## src/rtl/aclk_ctrl_pkg.sv

```systemverilog
// Shared types and BCD digit limits for the aclock keypad configuration sequencer.
package aclk_ctrl_pkg;

  typedef enum logic [1:0] {IDLE, ENTER, LOAD} set_state_t;
  typedef enum logic {TGT_TIME, TGT_ALARM} set_target_t;

  localparam logic [3:0] H1_MAX    = 4'd2;
  localparam logic [3:0] H0_MAX_H2 = 4'd3;
  localparam logic [3:0] M1_MAX    = 4'd5;
  localparam logic [3:0] DIG_MAX   = 4'd9;

endpackage

```

## src/rtl/aclk_digit_check.sv

```systemverilog
// Combinational 24-hour HH:MM validity check for one keypad digit at a given position.
module aclk_digit_check
  import aclk_ctrl_pkg::*;
(
  input  logic [1:0] digit_idx,
  input  logic [3:0] key_digit,
  input  logic [1:0] h1,
  output logic       valid
);

  always_comb begin
    valid = 1'b0;
    if (key_digit <= DIG_MAX) begin
      case (digit_idx)
        2'd0:    valid = (key_digit <= H1_MAX);
        // Hours 20..23 only: the unit digit is capped once the tens digit is 2.
        2'd1:    valid = (h1 == 2'd2) ? (key_digit <= H0_MAX_H2) : 1'b1;
        2'd2:    valid = (key_digit <= M1_MAX);
        default: valid = 1'b1;
      endcase
    end
  end

endmodule

```

## src/rtl/aclk_set_ctrl.sv

```systemverilog
// Keypad entry sequencer: collects HH:MM digits and issues one LD_time/LD_alarm pulse.
// Optional idle-entry abort is built when ACLK_SET_TIMEOUT_EN is defined.
module aclk_set_ctrl
  import aclk_ctrl_pkg::*;
#(
  parameter int TIMEOUT_CYC = 1000
) (
  input  logic       clk,
  input  logic       reset,
  input  logic       set_time,
  input  logic       set_alarm,
  input  logic       cancel,
  input  logic       key_valid,
  input  logic [3:0] key_digit,
  output logic [1:0] H_in1,
  output logic [3:0] H_in0,
  output logic [3:0] M_in1,
  output logic [3:0] M_in0,
  output logic       LD_time,
  output logic       LD_alarm,
  output logic       busy,
  output logic [1:0] digit_idx,
  output logic       err,
  output logic       timeout
);

  set_state_t  state, state_d;
  set_target_t target, target_d;
  logic [1:0]  h1_d, idx_d;
  logic [3:0]  h0_d, m1_d, m0_d;
  logic        digit_ok, err_d, to_d;

  aclk_digit_check u_check (
    .digit_idx (digit_idx),
    .key_digit (key_digit),
    .h1        (H_in1),
    .valid     (digit_ok)
  );

`ifdef ACLK_SET_TIMEOUT_EN
  localparam int CNT_W = $clog2(TIMEOUT_CYC + 1);
  localparam logic [CNT_W-1:0] CNT_LAST = CNT_W'(TIMEOUT_CYC - 1);
  logic [CNT_W-1:0] cnt, cnt_d;
`else
  logic unused_timeout_cfg;
  assign unused_timeout_cfg = ^TIMEOUT_CYC;
`endif

  always_comb begin
    state_d  = state;
    target_d = target;
    idx_d    = digit_idx;
    h1_d     = H_in1;
    h0_d     = H_in0;
    m1_d     = M_in1;
    m0_d     = M_in0;
    err_d    = 1'b0;
    to_d     = 1'b0;
`ifdef ACLK_SET_TIMEOUT_EN
    cnt_d    = '0;
`endif
    case (state)
      IDLE: begin
        if (set_time || set_alarm) begin
          state_d  = ENTER;
          target_d = set_time ? TGT_TIME : TGT_ALARM;
          idx_d    = 2'd0;
        end
      end
      ENTER: begin
        if (cancel) begin
          state_d = IDLE;
          idx_d   = 2'd0;
        end else if (key_valid) begin
          if (digit_ok) begin
            case (digit_idx)
              2'd0:    h1_d = key_digit[1:0];
              2'd1:    h0_d = key_digit;
              2'd2:    m1_d = key_digit;
              default: m0_d = key_digit;
            endcase
            // Wraps 3 -> 0, leaving the index cleared for the next entry.
            idx_d = digit_idx + 2'd1;
            if (digit_idx == 2'd3) state_d = LOAD;
          end else begin
            err_d = 1'b1;
          end
`ifdef ACLK_SET_TIMEOUT_EN
        end else if (cnt == CNT_LAST) begin
          to_d    = 1'b1;
          state_d = IDLE;
          idx_d   = 2'd0;
        end else begin
          cnt_d = cnt + 1'b1;
`endif
        end
      end
      LOAD:    state_d = IDLE;
      default: state_d = IDLE;
    endcase
  end

  // Every output is a register fed from the next-state decode above.
  always_ff @(posedge clk) begin
    if (reset) begin
      state     <= IDLE;
      target    <= TGT_TIME;
      digit_idx <= 2'd0;
      H_in1     <= 2'd0;
      H_in0     <= 4'd0;
      M_in1     <= 4'd0;
      M_in0     <= 4'd0;
      LD_time   <= 1'b0;
      LD_alarm  <= 1'b0;
      busy      <= 1'b0;
      err       <= 1'b0;
    end else begin
      state     <= state_d;
      target    <= target_d;
      digit_idx <= idx_d;
      H_in1     <= h1_d;
      H_in0     <= h0_d;
      M_in1     <= m1_d;
      M_in0     <= m0_d;
      LD_time   <= (state_d == LOAD) && (target_d == TGT_TIME);
      LD_alarm  <= (state_d == LOAD) && (target_d == TGT_ALARM);
      busy      <= (state_d != IDLE);
      err       <= err_d;
    end
  end

`ifdef ACLK_SET_TIMEOUT_EN
  always_ff @(posedge clk) begin
    if (reset) begin
      cnt     <= '0;
      timeout <= 1'b0;
    end else begin
      cnt     <= cnt_d;
      timeout <= to_d;
    end
  end
`else
  logic unused_to;
  assign unused_to = to_d;
  assign timeout   = 1'b0;
`endif

endmodule

```

## config.mk

```make
export PLATFORM = sky130hd
export DESIGN_NAME = aclk_set_ctrl
export DESIGN_NICKNAME = d
export VERILOG_FILES = /design/src/rtl/aclk_ctrl_pkg.sv /design/src/rtl/aclk_digit_check.sv /design/src/rtl/aclk_set_ctrl.sv
export SDC_FILE = /design/constraint.sdc
export NUM_CORES = 1
export LEC_CHECK = 0
export ABC_AREA = 1
export CAP_MARGIN = 10
export CELL_PAD_IN_SITES_DETAIL_PLACEMENT = 2
export CELL_PAD_IN_SITES_GLOBAL_PLACEMENT = 2
export CORE_MARGIN = 2
export CORE_UTILIZATION = 25
export DETAILED_ROUTE_END_ITERATION = 12
export PLACE_DENSITY_LB_ADDON = 0.1
export RECOVER_POWER = 50
export SYNTH_ARGS = -nofsm -noshare
export SYNTH_HDL_FRONTEND = slang
export SYNTH_SLANG_ARGS = --single-unit
export TNS_END_PERCENT = 30
```

## constraint.sdc

```tcl
create_clock -name clk -period 2.5 [get_ports clk]
set_clock_uncertainty 0.2 [all_clocks]
set_input_delay 0.25 -clock clk [delete_from_list [all_inputs] [get_ports clk]]
set_output_delay 0.25 -clock clk [all_outputs]
set_load 0.005 [all_outputs]
```

==> impl_metrics.tcl <==
set metrics [dict create \
    power_switching_w 0.000167 \
    slowest_stage "dfxtp_1" \
    grt_start_max_net_pins 18 \
    rsz0062_at_grt "no" \
    synth-seq-cells 23 \
    final_antenna_net_count 0 \
    required_ns 2.46 \
    syn_avg_cell_area_um2 7.50 \
    layout-drive-gt1-share 0.0723 \
    irDropWorstVdd_mv 0.182 \
    vias_per_cell 4.44 \
    start_util 0.257 \
    drtIter0Drc 26 \
    synth_cell_types 20 \
    worstSetupPathType "reg -> reg" \
    cp-start-kind "flip-flop" \
    final_cell_mix "27 x nand2_1, 23 x dfxtp_1, 21 x dlygate4sd3_1" \
    timing.critical_path.mode_cell "nand2_1" \
    first_pass_iters 4 \
    cts_hold_buffers 0 \
    port-buffer-count 29 \
    antenna_found_initial 0 \
    dieArea_um2 4610 \
    clk_pin_slew_worst_paths_ns 0.09 \
    clk_path_buf_depth 2 \
    diodes 0 \
    path_cells "inv_1 -> ha_1 -> nand2_1 -> nand2_1 -> nand2_1 -> nand2_1 -> nand2_1 -> nand2_2 -> nand2_2 -> nor2_8 -> nand2_2 -> o21ai_0 -> nor2_1" \
    grt_pass1_vias 993 \
    critPathMaxStageDelay_ns 0.39 \
    grt.total_usage 0.140 \
    yosys_warnings 0 \
    grt_pass1_wl_mm 4.75 \
    path_buf_inv 1 \
    hold_viol_final 0 \
    synth_fp_nets 151 \
    clkPwrFrac 0.355 \
    drcViolationCount 0 \
    fill_cells 484 \
    arrival_ns 2.16 \
    area_delta_synth_final_pct 37.3 \
    path_delay_family "simple AND/OR/NAND/NOR gates" \
    htree_levels 1 \
    via_count 959 \
    place.gp.congestion 0.736 \
    setup_tns_ns 0 \
    wl_per_cell_um 13.0 \
    syn_area_um2 1020 \
    cts_setup_buffers 0 \
    cts_resized 0 \
    p_int_w 0.000510 \
    cts.sinks 23 \
    grt_overflow 0 \
    io_pins 31 \
    cp-end-kind "flip-flop" \
    comb_power_share 0.093 \
    clock.fmax_mhz 455 \
    die-width_um 67.9 \
    drt-total-wl_mm 2.82 \
    numCtsBuffers 3 \
    yosysTopAreaCellShare 0.452 \
    holdCritPathClass "reg -> reg" \
    power_w 0.000677 \
    setup_viol 0 \
    cts_tree "done" \
    placementRows 23 \
    place_hpwl_mm 2.24 \
    clk_latency_ns 0.27 \
    finalCritPeriodShare 0.880 \
    drv_slew 0 \
    leakagePower_nw 0.639 \
    die_h_um 67.9 \
    ctsRootBufferMaster "clkbuf_8" \
    pwr-share-seq 0.552 \
    ys_seq_area_frac 0.452 \
    swShare 0.247 \
    layout_min_cycle_time_ns 2.20 \
    p_per_area_nw_per_um2 484 \
    synth_top_area_cell "dfxtp_1" \
    coreArea_um2 3970 \
    max_cap_viol_count 0 \
    final_common_cell "nand2_1" \
    postSynthCellCount 136 \
    status "complete, no violations" \
    critical_path.max_fanout 17 \
    synth.area.top_cells "dfxtp_1 45%, nand2_1 9.9%, a21oi_1 6.9%" \
    layout.nets 182 \
]
[final timing paths]
kind / slack (ns) / cells after the start / end / start
setup / recovery: 0.30 / 13 / M_in0[1]$_SDFFE_PP0P_ / digit_idx[0]$_SDFFE_PP0P_
hold / removal: 0.27 / 2 / M_in1[0]$_SDFFE_PP0P_ / M_in1[0]$_SDFFE_PP0P_
setup reg to reg: 0.30 / 13 / M_in0[1]$_SDFFE_PP0P_ / digit_idx[0]$_SDFFE_PP0P_
hold reg to reg: 0.27 / 2 / M_in1[0]$_SDFFE_PP0P_ / M_in1[0]$_SDFFE_PP0P_
[synth_stat cells]
master	n
ha_1	5
nor2_1	16
nor2_2	1
nand2_1	27
nor3b_1	1
o21ai_0	6
dfxtp_1	23
a31oi_1	1
clkbuf_1	2
buf_6	1
conb_1	1
nor2_8	1
nand3_1	13
inv_1	16
buf_4	1
o22ai_1	1
nor3_1	1
nand2_2	4
a21oi_1	14
inv_2	1
[power groups by stage]
stage	Clock, W	Sequential (W)	Combinational (W)
2_1_floorplan	0	0.000382	0.0000325
3_3_place_gp	0	0.000382	0.0000635
5_1_grt	0.000271	0.000374	0.0000712
6_report	0.000240	0.000373	0.0000632
4_1_cts	0.000253	0.000374	0.0000660
3_5_place_dp	0	0.000382	0.0000657
[logic make-up after synthesis]
group,Yosys count,share of synthesized area
DFF,23,0.452
adders and majority gates,5,0.0613
and+or+nand+nor,64,0.285
other,1,0.00368
buffers and inverters,21,0.0883
AOI/OAI and AO/OA,22,0.110
[worst min-delay path, cell delays in order, from the launching register on]
cell     delay (ns)
dfxtp_1        0.32
nand2_1        0.06
a21oi_1        0.05
[sequential cells by signal, summed over array words and instances, names as in the netlist]
signal and flops:
H_in0 4, M_in0 4, M_in1 4, H_in1 2, digit_idx 2, state 2, LD_alarm 1, LD_time 1
busy 1, err 1, target 1
[metal layers]
layer | vias to the layer above | part of all wire | global-route usage
li1 | 488 | - | -
met1 | 451 | 0.43 | 0.165
met2 | 15 | 0.52 | 0.251
met3 | 5 | 0.030 | 0.0247
met4 | 0 | 0.016 | 0.0525
met5 | - | 0 | 0
[stage by stage]
stage                     setup slack (ns)  area (µm²)  utilization  std cells  hold slack [ns]
after floorplan                      0.686        1020            -        136            0.213
after global placement               0.253        1350        0.341        212            0.252
after detailed placement             0.186        1350        0.341        212            0.261
after CTS                            0.248        1400        0.353        216            0.274
after global routing                0.0360        1400        0.353        216            0.279
final                                0.301        1400        0.353        216            0.266
[cell type report]
| cell class | count | area [µm²] | area share |
|---|---|---|---|
| timing repair buffer | 30 | 298 | 0.213 |
| inverter | 17 | 63.8 | 0.0456 |
| sequential | 23 | 460 | 0.329 |
| multi-input combinational | 92 | 469 | 0.335 |
| clock inverter | 1 | 5.00 | 0.00357 |
| tap | 50 | 62.6 | 0.0447 |
| clock buffer | 3 | 41.3 | 0.0295 |
No activity file was read; power rests on OpenSTA's default activity.
